### src/rtl/lcd_write_arbiter_if.sv
// Bus bundle between the two byte producers, the arbiter and the LCD
// character port. The arbiter takes the slave side; the environment
// (producers plus Module_LCD_Control) takes the master side.
interface lcd_write_arbiter_if;
  logic       iReq0_Valid;
  logic [7:0] iReq0_Data;
  logic       oReq0_Full;
  logic       iReq1_Valid;
  logic [7:0] iReq1_Data;
  logic       oReq1_Full;
  logic       iLCD_Ready;
  logic [7:0] oLCD_Data;
  logic       oLCD_Data_Ready;
  logic       oGrant;
  logic       oBusy;
  logic [1:0] oOverflow;

  modport slave (
    input  iReq0_Valid, iReq0_Data, iReq1_Valid, iReq1_Data, iLCD_Ready,
    output oReq0_Full, oReq1_Full, oLCD_Data, oLCD_Data_Ready, oGrant, oBusy, oOverflow
  );

  modport master (
    output iReq0_Valid, iReq0_Data, iReq1_Valid, iReq1_Data, iLCD_Ready,
    input  oReq0_Full, oReq1_Full, oLCD_Data, oLCD_Data_Ready, oGrant, oBusy, oOverflow
  );
endinterface

### src/rtl/lcd_write_arbiter.sv
// Two-requester byte arbiter in front of Module_LCD_Control. Each requester
// owns a small FIFO; a round-robin pick feeds a strobe/ack handshake FSM that
// re-strobes the same byte if the LCD never drops oReadyForData.
module lcd_write_arbiter #(
  parameter int FIFO_DEPTH  = 4,
  parameter int ACK_TIMEOUT = 16
) (
  input  logic                  Clock,
  input  logic                  Reset,
  lcd_write_arbiter_if.slave    bus
);
  localparam int AW = $clog2(FIFO_DEPTH);
  localparam int TW = $clog2(ACK_TIMEOUT + 1);
  localparam logic [AW:0]   DEPTH_C  = (AW+1)'(FIFO_DEPTH);
  localparam logic [AW:0]   CNT_ONE  = (AW+1)'(1);
  localparam logic [AW-1:0] PTR_ONE  = AW'(1);
  localparam logic [TW-1:0] TMO_ONE  = TW'(1);
  localparam logic [TW-1:0] TMO_LAST = TW'(ACK_TIMEOUT - 1);

  typedef enum logic [1:0] {IDLE, ISSUE, WAIT_ACK, WAIT_DONE} state_t;

  logic [1:0]       push_v, push_ok, pop_v, full, nempty;
  logic [1:0][7:0]  push_d;
  logic [7:0]       mem_q [2][FIFO_DEPTH];
  logic [AW-1:0]    wr_q  [2];
  logic [AW-1:0]    rd_q  [2];
  logic [AW:0]      cnt_q [2];
  logic [1:0]       ovf_q;

  state_t           state_q;
  logic [7:0]       data_q;
  logic             stb_q, grant_q, busy_q, rr_q;
  logic [TW-1:0]    tmo_q;
  logic             win, take;

  assign push_v = {bus.iReq1_Valid, bus.iReq0_Valid};
  assign push_d = {bus.iReq1_Data,  bus.iReq0_Data};

  // Flags come from the registered counts only, so a pop in the same cycle
  // never makes room for a push that arrives against a full FIFO.
  always_comb begin
    for (int n = 0; n < 2; n++) begin
      full[n]    = (cnt_q[n] == DEPTH_C);
      nempty[n]  = (cnt_q[n] != '0);
      push_ok[n] = push_v[n] && !full[n];
    end
  end

  // Winner: the lone non-empty FIFO, or the one not served last when both wait.
  always_comb begin
    win = nempty[1];
    if (nempty[0] && nempty[1]) win = ~rr_q;
  end

  assign take  = (state_q == IDLE) && bus.iLCD_Ready && (|nempty);
  assign pop_v = take ? (win ? 2'b10 : 2'b01) : 2'b00;

  // FIFO storage array; contents need no reset since counts gate every read.
  always_ff @(posedge Clock) begin
    for (int n = 0; n < 2; n++)
      if (push_ok[n]) mem_q[n][wr_q[n]] <= push_d[n];
  end

  // FIFO pointers, occupancy counts and sticky overflow flags.
  always_ff @(posedge Clock) begin
    if (Reset) begin
      for (int n = 0; n < 2; n++) begin
        wr_q[n]  <= '0;
        rd_q[n]  <= '0;
        cnt_q[n] <= '0;
      end
      ovf_q <= '0;
    end else begin
      for (int n = 0; n < 2; n++) begin
        if (push_ok[n]) wr_q[n] <= wr_q[n] + PTR_ONE;
        if (pop_v[n])   rd_q[n] <= rd_q[n] + PTR_ONE;
        if (push_ok[n] && !pop_v[n])      cnt_q[n] <= cnt_q[n] + CNT_ONE;
        else if (!push_ok[n] && pop_v[n]) cnt_q[n] <= cnt_q[n] - CNT_ONE;
        if (push_v[n] && full[n]) ovf_q[n] <= 1'b1;
      end
    end
  end

  // Handshake FSM with registered LCD outputs. The strobe is raised on the
  // edge entering ISSUE so it is high exactly while the FSM sits in ISSUE.
  always_ff @(posedge Clock) begin
    if (Reset) begin
      state_q <= IDLE;
      data_q  <= '0;
      stb_q   <= 1'b0;
      grant_q <= 1'b0;
      busy_q  <= 1'b0;
      tmo_q   <= '0;
      rr_q    <= 1'b1;   // "last served = req1" so req0 wins the first tie
    end else begin
      stb_q <= 1'b0;
      case (state_q)
        IDLE: if (take) begin
          data_q  <= mem_q[win][rd_q[win]];
          grant_q <= win;
          stb_q   <= 1'b1;
          busy_q  <= 1'b1;
          state_q <= ISSUE;
        end
        ISSUE: begin
          tmo_q   <= '0;
          state_q <= WAIT_ACK;
        end
        WAIT_ACK: begin
          if (!bus.iLCD_Ready) begin
            state_q <= WAIT_DONE;
          end else if (tmo_q == TMO_LAST) begin
            stb_q   <= 1'b1;   // LCD missed it: strobe the same byte again
            state_q <= ISSUE;
          end else begin
            tmo_q <= tmo_q + TMO_ONE;
          end
        end
        WAIT_DONE: if (bus.iLCD_Ready) begin
          rr_q    <= grant_q;
          busy_q  <= 1'b0;
          state_q <= IDLE;
        end
        default: state_q <= IDLE;
      endcase
    end
  end

  assign bus.oReq0_Full      = full[0];
  assign bus.oReq1_Full      = full[1];
  assign bus.oLCD_Data       = data_q;
  assign bus.oLCD_Data_Ready = stb_q;
  assign bus.oGrant          = grant_q;
  assign bus.oBusy           = busy_q;
  assign bus.oOverflow       = ovf_q;
endmodule

### src/flat_wrapper.sv
// flat-port wrapper written by rule: the top's interface ports become plain ports
module lcd_write_arbiter_flat 
#(
  parameter int FIFO_DEPTH  = 4,
  parameter int ACK_TIMEOUT = 16
)
  (Clock, Reset, bus_iReq0_Valid, bus_iReq0_Data, bus_iReq1_Valid, bus_iReq1_Data, bus_iLCD_Ready, bus_oReq0_Full, bus_oReq1_Full, bus_oLCD_Data, bus_oLCD_Data_Ready, bus_oGrant, bus_oBusy, bus_oOverflow);
  lcd_write_arbiter_if bus_i ();
  input  logic Clock;
  input  logic Reset;
  input wire logic [$bits(bus_i.iReq0_Valid)-1:0] bus_iReq0_Valid;
  input wire logic [$bits(bus_i.iReq0_Data)-1:0] bus_iReq0_Data;
  input wire logic [$bits(bus_i.iReq1_Valid)-1:0] bus_iReq1_Valid;
  input wire logic [$bits(bus_i.iReq1_Data)-1:0] bus_iReq1_Data;
  input wire logic [$bits(bus_i.iLCD_Ready)-1:0] bus_iLCD_Ready;
  output wire logic [$bits(bus_i.oReq0_Full)-1:0] bus_oReq0_Full;
  output wire logic [$bits(bus_i.oReq1_Full)-1:0] bus_oReq1_Full;
  output wire logic [$bits(bus_i.oLCD_Data)-1:0] bus_oLCD_Data;
  output wire logic [$bits(bus_i.oLCD_Data_Ready)-1:0] bus_oLCD_Data_Ready;
  output wire logic [$bits(bus_i.oGrant)-1:0] bus_oGrant;
  output wire logic [$bits(bus_i.oBusy)-1:0] bus_oBusy;
  output wire logic [$bits(bus_i.oOverflow)-1:0] bus_oOverflow;
  assign bus_i.iReq0_Valid = bus_iReq0_Valid;
  assign bus_i.iReq0_Data = bus_iReq0_Data;
  assign bus_i.iReq1_Valid = bus_iReq1_Valid;
  assign bus_i.iReq1_Data = bus_iReq1_Data;
  assign bus_i.iLCD_Ready = bus_iLCD_Ready;
  assign bus_oReq0_Full = bus_i.oReq0_Full;
  assign bus_oReq1_Full = bus_i.oReq1_Full;
  assign bus_oLCD_Data = bus_i.oLCD_Data;
  assign bus_oLCD_Data_Ready = bus_i.oLCD_Data_Ready;
  assign bus_oGrant = bus_i.oGrant;
  assign bus_oBusy = bus_i.oBusy;
  assign bus_oOverflow = bus_i.oOverflow;
  lcd_write_arbiter #(.FIFO_DEPTH(FIFO_DEPTH), .ACK_TIMEOUT(ACK_TIMEOUT)) u_core (.Clock(Clock), .Reset(Reset), .bus(bus_i));
endmodule
### config.mk
export PLATFORM = sky130hd
export DESIGN_NAME = lcd_write_arbiter_flat
export DESIGN_NICKNAME = d
export VERILOG_FILES = /design/src/rtl/lcd_write_arbiter_if.sv /design/src/rtl/lcd_write_arbiter.sv /design/src/flat_wrapper.sv
export SDC_FILE = /design/constraint.sdc
export NUM_CORES = 1
export LEC_CHECK = 0
export BUFFER_PORTS_ARGS = -buffer_cell sky130_fd_sc_hd__buf_4
export CAP_MARGIN = 20
export CORE_ASPECT_RATIO = 0.75
export CORE_MARGIN = 1
export CORE_UTILIZATION = 45
export DETAILED_ROUTE_END_ITERATION = 10
export GPL_ROUTABILITY_DRIVEN = 1
export PLACE_DENSITY = 0.73
export SYNTH_ARGS = -nofsm -noshare
export SYNTH_HDL_FRONTEND = slang
export SYNTH_SLANG_ARGS = --single-unit
### constraint.sdc
create_clock -name Clock -period 4.4 [get_ports Clock]
set_input_delay 0.22 -clock Clock [delete_from_list [all_inputs] [get_ports Clock]]
set_output_delay 0.22 -clock Clock [all_outputs]
set_load 0.005 [all_outputs]
==> impl_metrics.tcl <==
set metrics [dict create \
    ir_drop_mv 0.295 \
    worst_slack_ns 1.63 \
    yosysTopAreaCellShare_pct 54.7 \
    die_area_um2 9920 \
    synthDistinctLibCells 48 \
    path_clk_slew_ns 0.07 \
    min_period_over_period_pct 63.0 \
    route.met3.wl_um 444 \
    cp_max_fo 18 \
    synth.most_common_cell "edfxtp_1" \
    die_x_um 115 \
    htreeDepth 3 \
    hold_viol 0 \
    cts_root_buffer "clkbuf_16" \
    syn-num-nets 332 \
    synth_warnings 0 \
    drc 0 \
    drt_wl_total_um 8050 \
    outcome "completed" \
    critPathArrivalTime_ns 2.87 \
    grt_pass1_vias 2422 \
    synthFlopType "edfxtp_1" \
    synth-edff-count 78 \
    power.density_nw_per_um2 578 \
    fill_cells 771 \
    leakage_nw 1.79 \
    dr_total_vias 2424 \
    crit_path_end_kind "flop" \
    rsz0062_at_grt "no" \
    worstPathRequired_ns 4.50 \
    dr.pass1.iters 4 \
    synth_commonest_cells "edfxtp_1, nand2_1, nor2_1, dfxtp_1, mux4_2" \
    place_hpwl_um 5690 \
    relSlewSlack_pct 49.9 \
    seq_area_frac_synth_pct 64.5 \
    core_um2 9160 \
    viasPerCell 5.22 \
    netlist_area_um2 4280 \
    post_cts_resize_count 0 \
    cts_tree "done" \
    io_pins 36 \
    grt_use_total_pct 17.9 \
    pre_cts_ws_ns 1.65 \
    postCtsHoldBufs 0 \
    rows 30 \
    highest_layer "met4" \
    cts_setup_buffers 0 \
    setup_tns_ns 0 \
    wl_per_cell_um 17.4 \
    synthArstFlopShare_pct 0 \
    grt_start_max_net_pins 37 \
    grt_overflow_total 0 \
    cts.sinks 99 \
    fp.dieH_um 86.5 \
    multi_input_area_um2 1410 \
    min_period_ns 2.77 \
    nets 366 \
    critPathKind "flop to flop" \
    clockBufferDepth 2 \
    start_kind "flop" \
    syn_inst 297 \
    hold_path.class "input port to flop" \
    detail-route-antenna-nets 0 \
    setup_violations 0 \
    area_growth_pct 15.7 \
    initial_core_util_pct 46.8 \
    grt_pass1_wl_um 12800 \
    synth.avg_cell_area_um2 14.4 \
    antennaDiodeCount 0 \
    io_buffers 35 \
    antenna_found_initial 0 \
    wl_met1_um 3840 \
    yosys-top-cells-area "edfxtp_1, dfxtp_1, mux4_2" \
    drv_slew 0 \
    ff_latch_area_um2 2760 \
    insertion_delay_ns 0.34 \
    fin_util_pct 54.1 \
    drtIter0Drc 158 \
    skew_ns 0.0104 \
    ys_ff_latch 99 \
    routabilityCongestion 0.788 \
    synth_area_leader_cell "edfxtp_1" \
    cap_violations 0 \
    wl_met2_um 3680 \
    worst_pin_slew_ns 0.746 \
    fmax_mhz 361 \
    layout-drive-gt1-share_pct 24.1 \
    cts_buffers 9 \
]
per-stage QoR:
stage | total power, mW | hold slack [ns] | cell area, um^2 | std cells
3_3_place_gp | 2.02 | 0.420 | 4640 | 448
4_1_cts | 2.89 | 0.0717 | 4960 | 464
6_report | 2.87 | 0.0776 | 4960 | 464
3_5_place_dp | 2.06 | 0.424 | 4640 | 448
5_1_grt | 3.02 | 0.0673 | 4960 | 464
2_1_floorplan | 1.82 | 0.319 | 4280 | 297
cells by family (layout without fill, tap and decap cells):
| kind of cell | after synthesis | in the layout | synth area share, % |
|---|---|---|---|
| buffers and inverters | 24 | 63 | 2.60 |
| AND/OR/NAND/NOR | 98 | 98 | 11.9 |
| XOR/XNOR | 7 | 7 | 1.43 |
| AO/OA/AOI/OAI | 38 | 38 | 6.69 |
| multiplexers | 17 | 17 | 8.65 |
| flip-flops | 99 | 99 | 64.5 |
| adder cells (fa/ha/maj) | 14 | 14 | 4.27 |
worst paths after layout:
check,slack (ns),end,cells after the start,start
min reg2reg,0.47,u_core.bus.oOverflow[1]$_SDFFE_PP0P_,2,u_core.bus.oOverflow[1]$_SDFFE_PP0P_
max,1.63,u_core.cnt_q[0][2]$_SDFFCE_PN0P_,9,u_core.cnt_q[1][0]$_DFFE_PP_
max reg2reg,1.63,u_core.cnt_q[0][2]$_SDFFCE_PN0P_,9,u_core.cnt_q[1][0]$_DFFE_PP_
min,0.08,u_core.mem_q[1][28]$_DFFE_PP_,1,bus_iReq1_Data[4]
layout make-up:
cell class	count	area share (%)
Sequential cell	99	55.7
Multi-Input combinational cell	174	28.4
Timing Repair Buffer	35	5.30
Clock buffer	10	4.62
Tap cell	128	3.23
Clock inverter	6	1.77
Inverter	12	0.909
cell usage in the layout (no fill, tap or decap), types with 3 or more instances in the layout:
cell type	synthesis	layout
xor2_1	4	4
dfxtp_1	21	21
edfxtp_1	78	78
nor3_1	8	8
buf_4	1	35
nor2_1	23	23
xnor2_1	3	3
nand2b_1	8	8
a21oi_1	11	11
ha_1	13	13
and3_1	6	6
nand2_1	25	25
inv_1	12	12
and2_1	7	7
nor2b_1	4	4
nand4_1	3	3
mux4_2	16	16
or2_2	3	3
o21ai_0	5	5
clkbuf_16	0	9
a311oi_1	7	7
per-layer routing:
layer,vias up,track usage (%)
met5,-,0
met4,0,6.14
met3,8,4.48
met2,70,26.2
met1,1169,26.1
li1,1177,-
power breakdown:
part / switching (mW) / internal [mW] / leakage (nW)
clock network: 0.323 / 0.499 / 0.157
logic: 0.411 / 0.310 / 0.722
registers: 0.128 / 1.20 / 0.909
total: 0.862 / 2.00 / 1.79
flip-flops by register name, summed over array words and instances (netlist names):
signal                      count
u_core.bus.oGrant               1
u_core.rd_q                     4
u_core.rr_q                     1
u_core.tmo_q                    5
u_core.bus.oLCD_Data            8
u_core.state_q                  2
u_core.cnt_q                    6
u_core.wr_q                     4
u_core.bus.oOverflow            2
u_core.mem_q                   64
u_core.bus.oLCD_Data_Ready      1
u_core.bus.oBusy                1
worst max-delay path, stage by stage (launching register included):
cell and delay (ns):
edfxtp_1 0.39, inv_1 0.08, ha_1 0.25, nor2b_1 0.21, a21oi_4 0.44, nand4b_1 0.27
fa_1 0.49, xor2_1 0.19, xnor2_1 0.15, nor2_1 0.06
Power figures use the tool's default switching activity.
